`config.mk`:
```
export PLATFORM = sky130hd
export DESIGN_NAME = instr_seq
export DESIGN_NICKNAME = d
export VERILOG_FILES = /design/src/rtl/cpu_ctrl_pkg.sv /design/src/rtl/instr_seq_pc_unit.sv /design/src/rtl/instr_seq.sv
export SDC_FILE = /design/constraint.sdc
export NUM_CORES = 1
export LEC_CHECK = 0
export CAP_MARGIN = 20
export CORE_MARGIN = 1
export CORE_UTILIZATION = 35
export CTS_CLUSTER_SIZE = 20
export DETAILED_ROUTE_END_ITERATION = 16
export GPL_TIMING_DRIVEN = 0
export PLACE_DENSITY_LB_ADDON = 0.25
export SETUP_SLACK_MARGIN = 0.1
export SLEW_MARGIN = 20
export SYNTH_ARGS = -nofsm -noshare
export SYNTH_HDL_FRONTEND = slang
export SYNTH_SLANG_ARGS = --single-unit
```
`constraint.sdc`:
```
create_clock -name clk -period 4.4 [get_ports clk]
set_input_delay 0.88 -clock clk [delete_from_list [all_inputs] [get_ports clk]]
set_output_delay 0.88 -clock clk [all_outputs]
set_load 0.02 [all_outputs]
```
`src/rtl/cpu_ctrl_pkg.sv`:
```
// cpu_ctrl_pkg: shared definitions for the instruction sequencer.
//   - state_t       : sequencer FSM states
//   - kind_t        : instruction class latched at DECODE
//   - ADDR_W_DEF / DATA_W_DEF : default address / data widths
//   - LAT_*         : FETCH1-to-next-FETCH1 cycle counts per class
//   - decode_kind() : resolves the decoder flags to a single class
package cpu_ctrl_pkg;

   localparam int ADDR_W_DEF = 8;
   localparam int DATA_W_DEF = 32;

   localparam int LAT_ALU    = 5;
   localparam int LAT_BRANCH = 4;
   localparam int LAT_STORE  = 6;
   localparam int LAT_LOAD   = 7;

   typedef enum logic [3:0] {
      S_IDLE,
      S_FETCH1,
      S_FETCH2,
      S_DECODE,
      S_EXEC,
      S_MEM1,
      S_MEM2,
      S_WB,
      S_HALT
   } state_t;

   typedef enum logic [1:0] {
      K_ALU,
      K_LOAD,
      K_STORE,
      K_BRANCH
   } kind_t;

   // Load wins over store so a word flagged as both behaves as a load.
   function automatic kind_t decode_kind(input logic ld, input logic st, input logic br);
      if (ld) return K_LOAD;
      if (st) return K_STORE;
      if (br) return K_BRANCH;
      return K_ALU;
   endfunction

endpackage

```
`src/rtl/instr_seq_pc_unit.sv`:
```
// pc_unit: program counter register for the instruction sequencer.
// Ports:
//   clk, reset    : clock, synchronous active-high reset (pc -> 0)
//   inc           : advance pc by one (wraps at 2^ADDR_W-1 -> 0)
//   take_br       : load pc from br_target (has priority over inc)
//   br_target     : branch destination
//   pc            : current program counter
module pc_unit
   import cpu_ctrl_pkg::*;
#(
   parameter int ADDR_W = ADDR_W_DEF
) (
   input  logic              clk,
   input  logic              reset,
   input  logic              inc,
   input  logic              take_br,
   input  logic [ADDR_W-1:0] br_target,
   output logic [ADDR_W-1:0] pc
);

   logic [ADDR_W-1:0] pc_d;
   logic [ADDR_W-1:0] pc_q;

   // Natural modulo-2^ADDR_W addition gives the wrap to zero.
   always_comb begin
      pc_d = pc_q;
      if (take_br) begin
         pc_d = br_target;
      end else if (inc) begin
         pc_d = pc_q + {{(ADDR_W-1){1'b0}}, 1'b1};
      end
   end

   always_ff @(posedge clk) begin
      if (reset) begin
         pc_q <= '0;
      end else begin
         pc_q <= pc_d;
      end
   end

   assign pc = pc_q;

endmodule

```
`src/rtl/instr_seq.sv`:
```
// instr_seq: multi-cycle instruction sequencer (fetch/decode/execute/memory/writeback).
// Optional build macro: SINGLE_STEP_EN adds a 'step' input; leaving IDLE then
// needs run=1 and step=1 together, and every instruction returns to IDLE.
// Ports:
//   clk, reset            : clock, synchronous active-high reset
//   run                   : enable, sampled at instruction boundaries
//   step                  : single-step strobe (SINGLE_STEP_EN builds only)
//   instr_in              : ROM instruction word
//   dec_load/store/branch/halt : decoder flags for the current ir
//   zero_flag             : ALU zero flag (branch condition)
//   br_target, mem_addr   : branch destination, effective RAM address
//   addr_rom, clk_rom, ir : program counter, ROM strobe, latched instruction
//   addr_ram, clk_ram, wren : RAM address, RAM strobe, RAM write enable
//   reg_wr, load_sel      : register write strobe, write source is RAM data
//   halted, retired       : HALT reached, retired-instruction count
module instr_seq
   import cpu_ctrl_pkg::*;
#(
   parameter int ADDR_W = ADDR_W_DEF,
   parameter int DATA_W = DATA_W_DEF
) (
   input  logic              clk,
   input  logic              reset,
   input  logic              run,
`ifdef SINGLE_STEP_EN
   input  logic              step,
`endif
   input  logic [DATA_W-1:0] instr_in,
   input  logic              dec_load,
   input  logic              dec_store,
   input  logic              dec_branch,
   input  logic              dec_halt,
   input  logic              zero_flag,
   input  logic [ADDR_W-1:0] br_target,
   input  logic [ADDR_W-1:0] mem_addr,
   output logic [ADDR_W-1:0] addr_rom,
   output logic              clk_rom,
   output logic [DATA_W-1:0] ir,
   output logic [ADDR_W-1:0] addr_ram,
   output logic              clk_ram,
   output logic              wren,
   output logic              reg_wr,
   output logic              load_sel,
   output logic              halted,
   output logic [15:0]       retired
);

   state_t            state_d,    state_q;
   kind_t             kind_d,     kind_q;
   logic [DATA_W-1:0] ir_d,       ir_q;
   logic [ADDR_W-1:0] addr_ram_d, addr_ram_q;
   logic [15:0]       retired_d,  retired_q;

   logic pc_inc;
   logic pc_br;
   logic done;
   logic start_ok;
   logic cont_ok;

`ifdef SINGLE_STEP_EN
   assign start_ok = run & step;
   assign cont_ok  = 1'b0;
`else
   assign start_ok = run;
   assign cont_ok  = run;
`endif

   pc_unit #(
      .ADDR_W   (ADDR_W)
   ) u_pc (
      .clk      (clk),
      .reset    (reset),
      .inc      (pc_inc),
      .take_br  (pc_br),
      .br_target(br_target),
      .pc       (addr_rom)
   );

   always_comb begin
      state_d    = state_q;
      kind_d     = kind_q;
      ir_d       = ir_q;
      addr_ram_d = addr_ram_q;
      retired_d  = retired_q;
      pc_inc     = 1'b0;
      pc_br      = 1'b0;
      done       = 1'b0;

      case (state_q)
         S_IDLE:   if (start_ok) state_d = S_FETCH1;
         S_FETCH1: state_d = S_FETCH2;
         S_FETCH2: begin
            ir_d    = instr_in;
            state_d = S_DECODE;
         end
         S_DECODE: begin
            if (dec_halt) begin
               state_d = S_HALT;
            end else begin
               kind_d  = decode_kind(dec_load, dec_store, dec_branch);
               state_d = S_EXEC;
            end
         end
         S_EXEC: begin
            case (kind_q)
               K_LOAD, K_STORE: begin
                  addr_ram_d = mem_addr;
                  state_d    = S_MEM1;
               end
               K_BRANCH: begin
                  pc_br  = zero_flag;
                  pc_inc = ~zero_flag;
                  done   = 1'b1;
               end
               default: state_d = S_WB;
            endcase
         end
         S_MEM1: state_d = S_MEM2;
         S_MEM2: begin
            if (kind_q == K_LOAD) begin
               state_d = S_WB;
            end else begin
               pc_inc = 1'b1;
               done   = 1'b1;
            end
         end
         S_WB: begin
            pc_inc = 1'b1;
            done   = 1'b1;
         end
         S_HALT:  state_d = S_HALT;
         default: state_d = S_IDLE;
      endcase

      // Instruction boundary: count it, then either fetch the next one or
      // park in IDLE when run has dropped (pc keeps its new value).
      if (done) begin
         retired_d = retired_q + 16'd1;
         state_d   = cont_ok ? S_FETCH1 : S_IDLE;
      end
   end

   always_ff @(posedge clk) begin
      if (reset) begin
         state_q    <= S_IDLE;
         kind_q     <= K_ALU;
         ir_q       <= '0;
         addr_ram_q <= '0;
         retired_q  <= '0;
      end else begin
         state_q    <= state_d;
         kind_q     <= kind_d;
         ir_q       <= ir_d;
         addr_ram_q <= addr_ram_d;
         retired_q  <= retired_d;
      end
   end

   // Strobes decode straight from the registered state, so reset clears
   // them in the very next cycle.
   assign clk_rom  = (state_q == S_FETCH1);
   assign clk_ram  = (state_q == S_MEM1);
   assign wren     = clk_ram && (kind_q == K_STORE);
   assign reg_wr   = (state_q == S_WB);
   assign load_sel = reg_wr && (kind_q == K_LOAD);
   assign halted   = (state_q == S_HALT);
   assign ir       = ir_q;
   assign addr_ram = addr_ram_q;
   assign retired  = retired_q;

endmodule

```
### Word level (Yosys, flattened, before mapping)

Index checks and enable logic that the tools add are counted.

* register bits: 70
* latch bits: 0
* memory bits (writable): 0
* ROM bits: 0
* input port bits: 56
* output and inout bits: 70
* word-level logic and storage cells: 67
* memories kept: 0

* add/sub/neg operators: 2
* $mul: 0
* div/mod/pow operators: 0
* order comparisons: 0
* equality and inequality tests: 15
* shift-type cells: 0
* muxes and demuxes: 34
* bitwise gates (word level): 2
* reductions and logical operators: 8

Operators with widths (number)
* $pmux 4 s9: 1
* $mux 1: 18
* $add 16x1->16 const B: 1
* $eq 4x3->1 const B: 4
* $mux 4: 4
* $mux 8: 2
* $mux 2: 6
* $ne 3x3->1 const B: 3
* $add 8x1->8 const B: 1
* $eq 4x2->1 const B: 2
* $pmux 4 s2: 1
* $pmux 1 s3: 2
* $eq 2x2->1 const B: 2
* $eq 4x1->1 const B: 1
* $eq 4x4->1 const B: 1
* $logic_not 4->1: 1
* $reduce_and 2->1: 2
* $reduce_and 4->1: 1
* $eq 2x1->1 const B: 1
* $logic_and 1x1->1: 2
* $ne 2x1->1 const B: 1
* $not 1->1: 2
* $reduce_bool 2->1: 1
* $reduce_or 2->1: 1

### Depth between registers and ports, before layout

Gate-level depths: netlist (run 1).

* word-level depth: 13
* depth in mapped cells: 8
* mapped depth without buffers: 6

### Modules after synthesis

A second synthesis (run 1) with hierarchy kept.

* cell total of the unflattened synthesis: 379
* area, all modules: 3098.0 µm²

Modules (own cells, without submodules)
* instr_seq: instances 1, cells each 326, area each 2633.8 µm²
* pc_unit: instances 1, cells each 53, area each 464.2 µm²

### Worst setup path after synthesis (run 1)

OpenSTA, ideal clock, no wires.

* path type: reg2out
* start point: reg state_q[2]
* end point: out load_sel
* arrival: 1.470 ns
* data required time: 3.520 ns
* slack: 2.050 ns
* cell stages (with the launch flop): 7
* cell sequence: dfxtp_1 -> buf_4 -> nand2b_1 -> clkbuf_1 -> clkbuf_1 -> nor2_1 -> and2_1

* longest elaborated chain between the ends: 2

RTL lines
* from (decl): line instr_seq.sv:48 `state_t state_d, state_q;`
* from (signal assigned): line instr_seq.sv:151 `state_q <= state_d;`
* $eq 4x3->1: line instr_seq.sv:164 `assign reg_wr = (state_q == S_WB);`
* via reg_wr: line instr_seq.sv:42 `output logic reg_wr,`
* $logic_and 1x1->1: line instr_seq.sv:165 `assign load_sel = reg_wr && (kind_q == K_LOAD);`
* to (decl): line instr_seq.sv:43 `output logic load_sel,`

The timed path passes the listed nets, and every way through them passes these cells.

### Final worst setup path (run 1)

* start point: reg state_q[2]
* end point: out load_sel

* longest elaborated chain between the ends: 2

RTL lines (line)
* $eq 4x3->1: instr_seq.sv:164
* $logic_and 1x1->1: instr_seq.sv:165

Every way passes these cells.

==> results of run 1 <==
-- flip-flops by register name, summed over array words and instances, names as in the netlist --
name      cells
addr_ram      8
ir           32
kind_q        2
retired      16
state_q       4
u_pc.pc       8
-- metal layers --
layer	global-route usage	routed length, um
met3	0.0462	508
met1	0.249	4010
met4	0.0574	100
met2	0.317	4480
met5	0	0
-- layout make-up --
| class | instances | share of cell area |
|---|---|---|
| multi-input combinational | 283 | 0.336 |
| sequential | 70 | 0.297 |
| tap | 108 | 0.0286 |
| inverter | 5 | 0.00398 |
| timing repair buffer | 124 | 0.263 |
| clock buffer | 10 | 0.0292 |
| buffer | 30 | 0.0271 |
| clock inverter | 6 | 0.0149 |
-- how the worst min path moves through the flow --
stage	from	endpoint	slack (ns)	cells past startpoint
after floorplan	kind_q[0]	kind_q[0]	0.51	2
after global placement	ir[28]	ir[28]	0.44	2
after detailed placement	addr_ram[7]	addr_ram[7]	0.45	2
after CTS	addr_ram[7]	addr_ram[7]	0.46	2
after global routing	ir[7]	ir[7]	0.47	2
final	ir[20]	ir[20]	0.45	2
-- cell families (layout without fill, tap and decap cells) --
family                     Yosys count  after routing  synth area share
AOI/OAI and AO/OA                   91             91             0.170
and+or+nand+nor                    178            178             0.286
muxes                                9              9            0.0304
buffers and inverters               35            175            0.0467
DFF                                 70             70             0.447
adders and majority gates            5              5            0.0200
-- report_power, final --
part	leakage, nW	switching [mW]	internal, mW	total, mW
Sequential	0.565	0.00718	0.646	0.653
Clock	0.0951	0.260	0.280	0.540
Combinational	0.934	0.0801	0.0832	0.163
Total	1.59	0.348	1.01	1.36
-- cell usage after synthesis, types with 6 or more instances --
master    instances  area, sq um
a21oi_1          56          280
buf_2             9         45.0
clkbuf_1         19         71.3
dfxtp_1          70         1400
nand2_1          84          315
nand3_1          21          105
nor2_1           17         63.8
o21ai_0           7         35.0
o31ai_1          10         75.1
or3_1             6         37.5
or4_1            10         75.1
-- worst reg2reg max path, delay by kind of cell, from the launching register on --
family,cells,cell delay [ns]
and+or+nand+nor,2,0.79
DFF,1,0.38
buffers and inverters,1,0.22
AOI/OAI and AO/OA,1,0.12
adders and majority gates,1,0.16
muxes,1,0.40
==> metrics.cfg, run 1 <==
[clocking]
cts_sinks=70
htree_levels=3
cts_tree=built
hold_buffers=0
post_cts_buffers=0
max-clock-path-buffers=2
cts_resized=0
clk_pin_slew_ns=0.09
ctsRootBufferMaster=clkbuf_8
cts_made_buffers=9
worstSkewPairLatency_ns=0.34

[logic_synthesis]
syn_inst=388
synth_seq_area_share=0.447
synth_edf_count=0
syn_nets=449
async_flop_share=0
syn_area_per_cell_sq_um=8.07
synth-seq-cells=70
syn-cell-area_sq_um=3130
netlist-cell-type-count=45
yosys_warnings=0
synthFlopType=dfxtp_1

[critical_path]
required_ns=3.52
worst-endpoint-arrival_ns=2.47
cp-end-kind=primary output
worstSetupPathType=flop to primary output
crit_top_cell=clkbuf_1
critPathSlowestCell=clkdlybuf4s50_1
max_stage_delay_ns=0.55
worstSetupEndpoint=load_sel
crit_chain=buf_4 -> nand2b_1 -> clkbuf_1 -> clkbuf_1 -> nor2_1 -> and2_1 -> clkdlybuf4s50_1
startpoint=state_q[2]
cp-start-kind=flop
reg2regPathDepth=6
cp.depth=7
critical_path_buf_inv_count=4
path_max_fanout=10
r2r-start=kind_q[1]
reg2reg_to=retired[15]
ff2ff_setup_slack_ns=2.24
crit_family=buffers and inverters

[placement]
hpwl_um=6710
placed_area_sq_um=4510
dp_slack_ns=1.46
gp_congestion=0.862
dp_cells=620
portBuffers=124

[sta]
hold_viol_final=0
skew_ns=0.0159
setup-violations-final=0
worst_slack_ns=1.05
slew_headroom=0.588
rsz0062_at_grt=no
maxClockFrequency_ghz=0.299
fin_crit_sh=0.761
fin_setup_tns_ns=0
final_max_slew_viol_count=0
worstMarginPinSlew_ns=0.615
fin_crit_ns=3.35
whs_ns=0.455

[floorplanning]
start_util=0.361
core.rowCount=34
die_h_um=96.6
ios=126
coreArea_sq_um=8680
fp.dieArea_sq_um=9330
die_w_um=96.6

[routing]
ant_nets=0
drt_iter0_markers=144
drc=0
routed_wl_um=9100
wire_per_inst_um=14.3
viasPerCell=5.19
vias=3299
firstDrtPassIters=4

[finish]
fin_cells=636
layout-drive-gt1-share=0.0701
nNetsFinal=584
n_antenna_cell=0
area_growth_pct=50.6
final_common_cell=clkdlybuf4s50_1
final.fill_count=846
most-common-layout-cells=124 x clkdlybuf4s50_1, 84 x nand2_1, 70 x dfxtp_1
final_core_util=0.544
multiInputGateArea_sq_um=1590
regArea_sq_um=1400
design_area_sq_um=4720

[worst_hold_path]
hold_path.class=flop to flop

[power_and_ir_drop]
p_per_area_nw_per_um2=288
p_total_mw=1.36
ir_worst_vdd_mv=0.170
p_leak_nw=1.59

[run]
cap_violations=0

[global_routing]
grt_pass1_wl_um=14700
grt_pass1_vias=2979
antenna_found_initial=0
grt_max_degree=14
track_usage=0.192
overflow=0

[run_status]
status=completed

No activity file was read; power rests on OpenSTA's default activity.
==> run 2, diff against run 1 <==
==> constraint.sdc (replaced) <==
create_clock -name clk -period 3 [get_ports clk]
set_input_delay 0.6 -clock clk [delete_from_list [all_inputs] [get_ports clk]]
set_output_delay 0.6 -clock clk [all_outputs]
set_load 0.02 [all_outputs]
==> run 2 against run 1 <==
  * Register-to-register slack worse by 1.4 ns
  * Total power increased by 47%
  * Global-route usage did not move
  * Worst setup slack got worse by 0.78 ns
  * Cell area grew 0.11%
  * First-iteration DRC count is 3.5% higher
  * Clock power increased by 46%
  * Combinational power rose by 47%
  * Clock-buffer cell count is the same
  * Largest power group unchanged
  * Critical path depth decreased by 1
==> metrics.cfg, run 2 (synthesized netlist as in run 1, its figures left out) <==
[run_status]
status=completed

[critical_path]
critical_path_buf_inv_count=4  ; unchanged
worstSetupPathType=flop to primary output
crit_chain=buf_4 -> nand2b_1 -> clkbuf_2 -> clkbuf_2 -> nor2_1 -> clkdlybuf4s50_1
cp-start-kind=flop
crit_top_cell=clkbuf_2
r2r-start=kind_q[1]
max_stage_delay_ns=0.64  ; +0.09 ns
startpoint=state_q[2]
path_max_fanout=10  ; unchanged
worst-endpoint-arrival_ns=2.12  ; -0.35 ns
critPathSlowestCell=clkdlybuf4s50_1
required_ns=2.40  ; -1.12 ns
crit_family=buffers and inverters
cp-end-kind=primary output

[routing]
ant_nets=0  ; unchanged
drc=0  ; unchanged
firstDrtPassIters=4  ; unchanged
vias=3297  ; -0.061%
drt_iter0_markers=149  ; +3.5%
wire_per_inst_um=14.3  ; +0.31%
viasPerCell=5.18  ; about the same
routed_wl_um=9120  ; +0.31%

[finish]
final.fill_count=850  ; +0.47%
regArea_sq_um=1400  ; unchanged
n_antenna_cell=0  ; unchanged
area_growth_pct=50.7
multiInputGateArea_sq_um=1590  ; unchanged
most-common-layout-cells=123 x clkdlybuf4s50_1, 84 x nand2_1, 70 x dfxtp_1
final_common_cell=clkdlybuf4s50_1
largest_register_ffs=32  ; unchanged
layout-drive-gt1-share=0.0739  ; +0.00379
design_area_sq_um=4720  ; +0.11%
nNetsFinal=584  ; unchanged

[floorplanning]
ios=126  ; unchanged
core.rowCount=34  ; unchanged
coreArea_sq_um=8680  ; unchanged
die_h_um=96.6  ; unchanged
die_w_um=96.6  ; unchanged
start_util=0.361  ; unchanged
fp.dieArea_sq_um=9330  ; unchanged

[sta]
final_max_slew_viol_count=0  ; unchanged
rsz0062_at_grt=no
setup-violations-final=0  ; unchanged
fin_crit_ns=2.72
fin_crit_sh=0.908
skew_ns=0.0175  ; +0.00159 ns
fin_setup_tns_ns=0  ; unchanged
whs_ns=0.455  ; -0.0000860 ns
worst_slack_ns=0.277  ; -0.775 ns
hold_viol_final=0  ; unchanged
maxClockFrequency_ghz=0.367
slew_headroom=0.586  ; -0.00209
worstMarginPinSlew_ns=0.618  ; +0.00312 ns

[clocking]
cts_tree=built
max-clock-path-buffers=2  ; unchanged
post_cts_buffers=0  ; unchanged
cts_made_buffers=9  ; unchanged
htree_levels=3  ; unchanged
worstSkewPairLatency_ns=0.35  ; about the same
cts_sinks=70  ; unchanged
clk_pin_slew_ns=0.09  ; about the same
ctsRootBufferMaster=clkbuf_8

[power_and_ir_drop]
p_per_area_nw_per_um2=421  ; +46%
ir_worst_vdd_mv=0.241  ; +41%
p_total_mw=1.99  ; +47%
p_leak_nw=1.62  ; +1.5%

[placement]
dp_slack_ns=0.343  ; -1.12 ns
gp_congestion=0.862  ; unchanged
placed_area_sq_um=4510  ; unchanged
hpwl_um=6710  ; unchanged
portBuffers=124  ; unchanged

[global_routing]
grt_pass1_vias=2979  ; unchanged
track_usage=0.192  ; unchanged
antenna_found_initial=0  ; unchanged
grt_max_degree=14  ; unchanged
grt_pass1_wl_um=14700  ; unchanged
overflow=0  ; unchanged

[worst_hold_path]
hold_path.class=flop to flop
hp-start=ir[20]

[run]
cap_violations=0  ; unchanged

==> run 2: cell types whose count changed in the layout (fill, tap and decap cells not counted) <==
| cell | delta |
|---|---|
| clkdlybuf4s50_1 | -1 |
| dlymetal6s2s_1 | +1 |
| clkbuf_2 | +2 |
| clkbuf_1 | -2 |
==> run 2: what timing repair did <==
item | 4_1_cts | 5_1_grt
hold endpoints to repair | 0 | 0
resized for setup | 1 | 3
hold buffers | 0 | 0
setup endpoints to repair | 3 | 3
==> run 2: worst paths after layout <==
| path | end | slack (ns) | depth (start not counted) |
|---|---|---|---|
| setup / recovery | reg_wr | 0.28 | 6 |
| hold reg to reg | ir[20] | 0.45 | 2 |
| setup reg to reg | retired[15] | 0.85 | 6 |
| hold / removal | ir[20] | 0.45 | 2 |
==> run 2: metrics by stage <==
stage,std cells,util
global placement,620,0.520
detailed placement,620,0.520
CTS,636,0.544
global route,636,0.544
finish,636,0.544
floorplan,388,-
==> run 2: power by group <==
part / leakage [nW] / total [mW] / switching (mW) / internal [mW]
Sequential: 0.565 / 0.958 / 0.0105 / 0.947
Clock: 0.0951 / 0.790 / 0.380 / 0.411
Combinational: 0.958 / 0.240 / 0.118 / 0.122
Total: 1.62 / 1.99 / 0.508 / 1.48
==> run 2: cell type report <==
class                   count  share of cell area
plain buffers              30              0.0276
clock buffers              10              0.0291
clock inverters             6              0.0148
inverters                   5             0.00397
multi-input cells         283               0.336
flip-flops and latches     70               0.297
well taps                 108              0.0286
repair buffers            124               0.263
==> run 2: per-layer routing <==
layer / GRT usage / up-vias / routed length [um]
met4: 0.0574 / 0 / 104
met5: 0 / - / 0
met3: 0.0462 / 10 / 494
met1: 0.249 / 1540 / 4050
met2: 0.317 / 102 / 4480
li1: - / 1645 / -
==> run 2: worst reg2reg max path: cells and delay by family, from the launching register on <==
kind,cells,cell delay [ns]
AOI/OAI and AO/OA,1,0.12
adders and majority gates,1,0.16
buffers and inverters,1,0.22
DFF,1,0.38
muxes,1,0.40
and+or+nand+nor,2,0.78
==> run 3, diff against run 2 <==
--- a/config.mk
+++ b/config.mk
@@ -6,9 +6,9 @@
 export NUM_CORES = 1
 export LEC_CHECK = 0
 export CAP_MARGIN = 20
+export CORE_ASPECT_RATIO = 2
 export CORE_MARGIN = 1
 export CORE_UTILIZATION = 35
-export CTS_CLUSTER_SIZE = 20
 export DETAILED_ROUTE_END_ITERATION = 16
 export GPL_TIMING_DRIVEN = 0
 export PLACE_DENSITY_LB_ADDON = 0.25
@@ -16,4 +16,5 @@
 export SLEW_MARGIN = 20
 export SYNTH_ARGS = -nofsm -noshare
 export SYNTH_HDL_FRONTEND = slang
+export SYNTH_HIERARCHICAL = 1
 export SYNTH_SLANG_ARGS = --single-unit
==> run 3 against run 2 <==
  * Worst hold slack got worse by 0.0033 ns
  * Clock skew is 0.010 ns lower
  * Clock-buffer cell count grew 1
  * Critical endpoint is now wren
  * Final cell count fell by 2.7%
==> metrics.cfg, run 3 <==
[run_status]
status=completed

[logic_synthesis]
syn_area_per_cell_sq_um=8.17  ; +1.2%
synth_seq_area_share=0.452  ; +0.00506
netlist-cell-type-count=48  ; +6.7%
synth_area_leaders=dfxtp_1 45%, nand2_1 10%, a21oi_1 9.4%
syn_nets=440  ; -2.0%
synthTopCellsByCount=83 x nand2_1, 70 x dfxtp_1, 58 x a21oi_1
syn-cell-area_sq_um=3100  ; -1.1%
synth-seq-cells=70  ; unchanged
yosys_warnings=6  ; +6
synthFlopType=dfxtp_1
syn_inst=379  ; -2.3%
yosys.area.top_type=dfxtp_1
synth_top_area_share=0.452  ; +0.00506
synth_edf_count=0  ; unchanged
async_flop_share=0  ; unchanged
yosysMostFrequentCell=nand2_1

[routing]
firstDrtPassIters=6  ; +2
vias=3178  ; -3.6%
drc=0  ; unchanged
routed_wl_um=9040  ; -0.88%
wire_per_inst_um=14.6  ; +1.8%
drt_iter0_markers=98  ; -34%
viasPerCell=5.13  ; -0.96%
ant_nets=0  ; unchanged

[sta]
worst_slack_ns=0.254  ; -0.0233 ns
fin_crit_sh=0.915  ; +0.00777
final_max_slew_viol_count=0  ; unchanged
slew_headroom=0.532  ; -0.0540
hold_viol_final=0  ; unchanged
rsz0062_at_grt=no
fin_setup_tns_ns=0  ; unchanged
setup-violations-final=0  ; unchanged
maxClockFrequency_ghz=0.364  ; -0.85%
fin_crit_ns=2.75  ; +0.0233 ns
worstMarginPinSlew_ns=0.699  ; +0.0813 ns
skew_ns=0.00710  ; -0.0104 ns

[worst_hold_path]
hold_path.class=flop to flop

[power_and_ir_drop]
p_comb_frac=0.094  ; -0.027
ir_worst_vdd_mv=0.326  ; +35%
p_int_mw=1.82  ; +23%
p_total_mw=2.33  ; +17%
p_per_area_nw_per_um2=485  ; +15%
pwr-share-clk=0.494  ; +0.096
p_leak_nw=1.63  ; +0.65%
p_switching_mw=0.508  ; about the same
switching_share=0.219  ; -0.0369
power_frac_seq=0.411  ; -0.071

[global_routing]
antenna_found_initial=0  ; unchanged
grt_pass1_wl_um=13700  ; -6.5%
track_usage=0.200  ; +0.00759
overflow=0  ; unchanged
grt_max_degree=13  ; -1
grt_pass1_vias=2958  ; -0.70%

[finish]
nNetsFinal=575  ; -1.5%
final_common_cell=clkdlybuf4s50_1
n_antenna_cell=0  ; unchanged
fin_cells=619  ; -2.7%
final_core_util=0.558  ; +0.0136
most-common-layout-cells=124 x clkdlybuf4s50_1, 83 x nand2_1, 70 x dfxtp_1
layout-drive-gt1-share=0.0578  ; -0.0161
largest_register_ffs=32  ; unchanged
area_growth_pct=54.6

[clocking]
cts_tree=built
max-clock-path-buffers=2  ; unchanged
worstSkewPairLatency_ns=0.33  ; -0.02 ns
cts_made_buffers=9  ; unchanged
htree_levels=3  ; unchanged
ctsRootBufferMaster=clkbuf_16
cts_sinks=70  ; unchanged
clk_pin_slew_ns=0.06  ; -0.03 ns
post_cts_buffers=0  ; unchanged

[placement]
hpwl_um=6730  ; +0.29%
dp_slack_ns=0.459  ; +0.116 ns
gp_congestion=0.794  ; -7.9%
portBuffers=124  ; unchanged
dp_cells=603  ; -2.7%

[floorplanning]
start_util=0.361  ; about the same
die_h_um=135  ; +40%
ios=126  ; unchanged
die_w_um=68.5  ; -29%
coreArea_sq_um=8590  ; -1.0%
core.rowCount=48  ; +41%
fp.dieArea_sq_um=9250  ; -0.85%

[critical_path]
worstSetupPathType=flop to primary output
required_ns=2.40  ; about the same
path_max_fanout=10  ; unchanged
cp-end-kind=primary output
cp-start-kind=flop
worst-endpoint-arrival_ns=2.15  ; +0.03 ns

[run]
cap_violations=0  ; unchanged

run 3: cell types whose count changed after synthesis, sizes merged, moves of 4 or more:
| cell | change |
|---|---|
| o31ai | -5 |
| nor2 | +5 |
| nand3 | -7 |
| xor2 | +7 |
| o211ai | +4 |
| and3 | -4 |
run 3: power by group through the flow:
| stage | logic [mW] | registers, mW | clock network [mW] |
|---|---|---|---|
| 6_report | 0.219 | 0.957 | 1.15 |
| 5_1_grt | 0.239 | 0.958 | 1.22 |
| 4_1_cts | 0.222 | 0.956 | 1.18 |
| 3_5_place_dp | 0.220 | 0.977 | 0 |
| 3_3_place_gp | 0.218 | 0.976 | 0 |
| 2_1_floorplan | 0.0724 | 0.996 | 0 |
run 3: cell type report:
| class | instances | area (sq um) |
|---|---|---|
| flip-flops and latches | 70 | 1400 |
| fillers | 823 | 3800 |
| clock inverters | 5 | 81.3 |
| well taps | 100 | 125 |
| plain buffers | 25 | 120 |
| repair buffers | 124 | 1240 |
| clock buffers | 11 | 243 |
| inverters | 8 | 30.0 |
| multi-input cells | 276 | 1550 |
run 3: timing repair:
action                     CTS  global route
hold buffers                 0             0
setup endpoints to repair    0             1
gates resized for setup      0             2
run 3: worst max-delay path: stages (launching register included):
cell and delay (ns):
dfxtp_1 0.29, buf_2 0.17, clkbuf_1 0.23, nand2b_1 0.22, nor2_1 0.16, and2_1 0.14
clkdlybuf4s50_1 0.61
run 3: cells by family (layout without fill, tap and decap cells):
| family | Yosys count | after routing | share of synthesized area |
|---|---|---|---|
| flops | 70 | 70 | 0.452 |
| buf+inv | 33 | 173 | 0.0481 |
| mux | 7 | 7 | 0.0238 |
| simple gates | 168 | 168 | 0.268 |
| compound gates | 89 | 89 | 0.168 |
| xor+xnor | 7 | 7 | 0.0198 |
| fa+ha+maj | 5 | 5 | 0.0202 |
run 3: stage by stage:
step / cell area [sq um] / hold slack (ns)
after CTS: 4790 / 0.454
after global placement: 4460 / 0.441
after detailed placement: 4460 / 0.446
final: 4790 / 0.451
after floorplan: 3100 / 0.510
after global routing: 4790 / 0.471
run 3: worst paths after layout:
check                  start  depth (start not counted)  slack, ns    endpoint
hold reg to reg        ir[4]                          2       0.45       ir[4]
setup / recovery  state_q[1]                          6       0.25        wren
setup reg to reg  state_q[1]                          8       0.60  u_pc/pc[7]
hold / removal         ir[4]                          2       0.45       ir[4]
run 3: per-layer routing:
metal | wire (um) | GRT usage
met1 | 3340 | 0.199
met2 | 4970 | 0.357
met3 | 370 | 0.0296
met4 | 362 | 0.139
met5 | 0 | 0
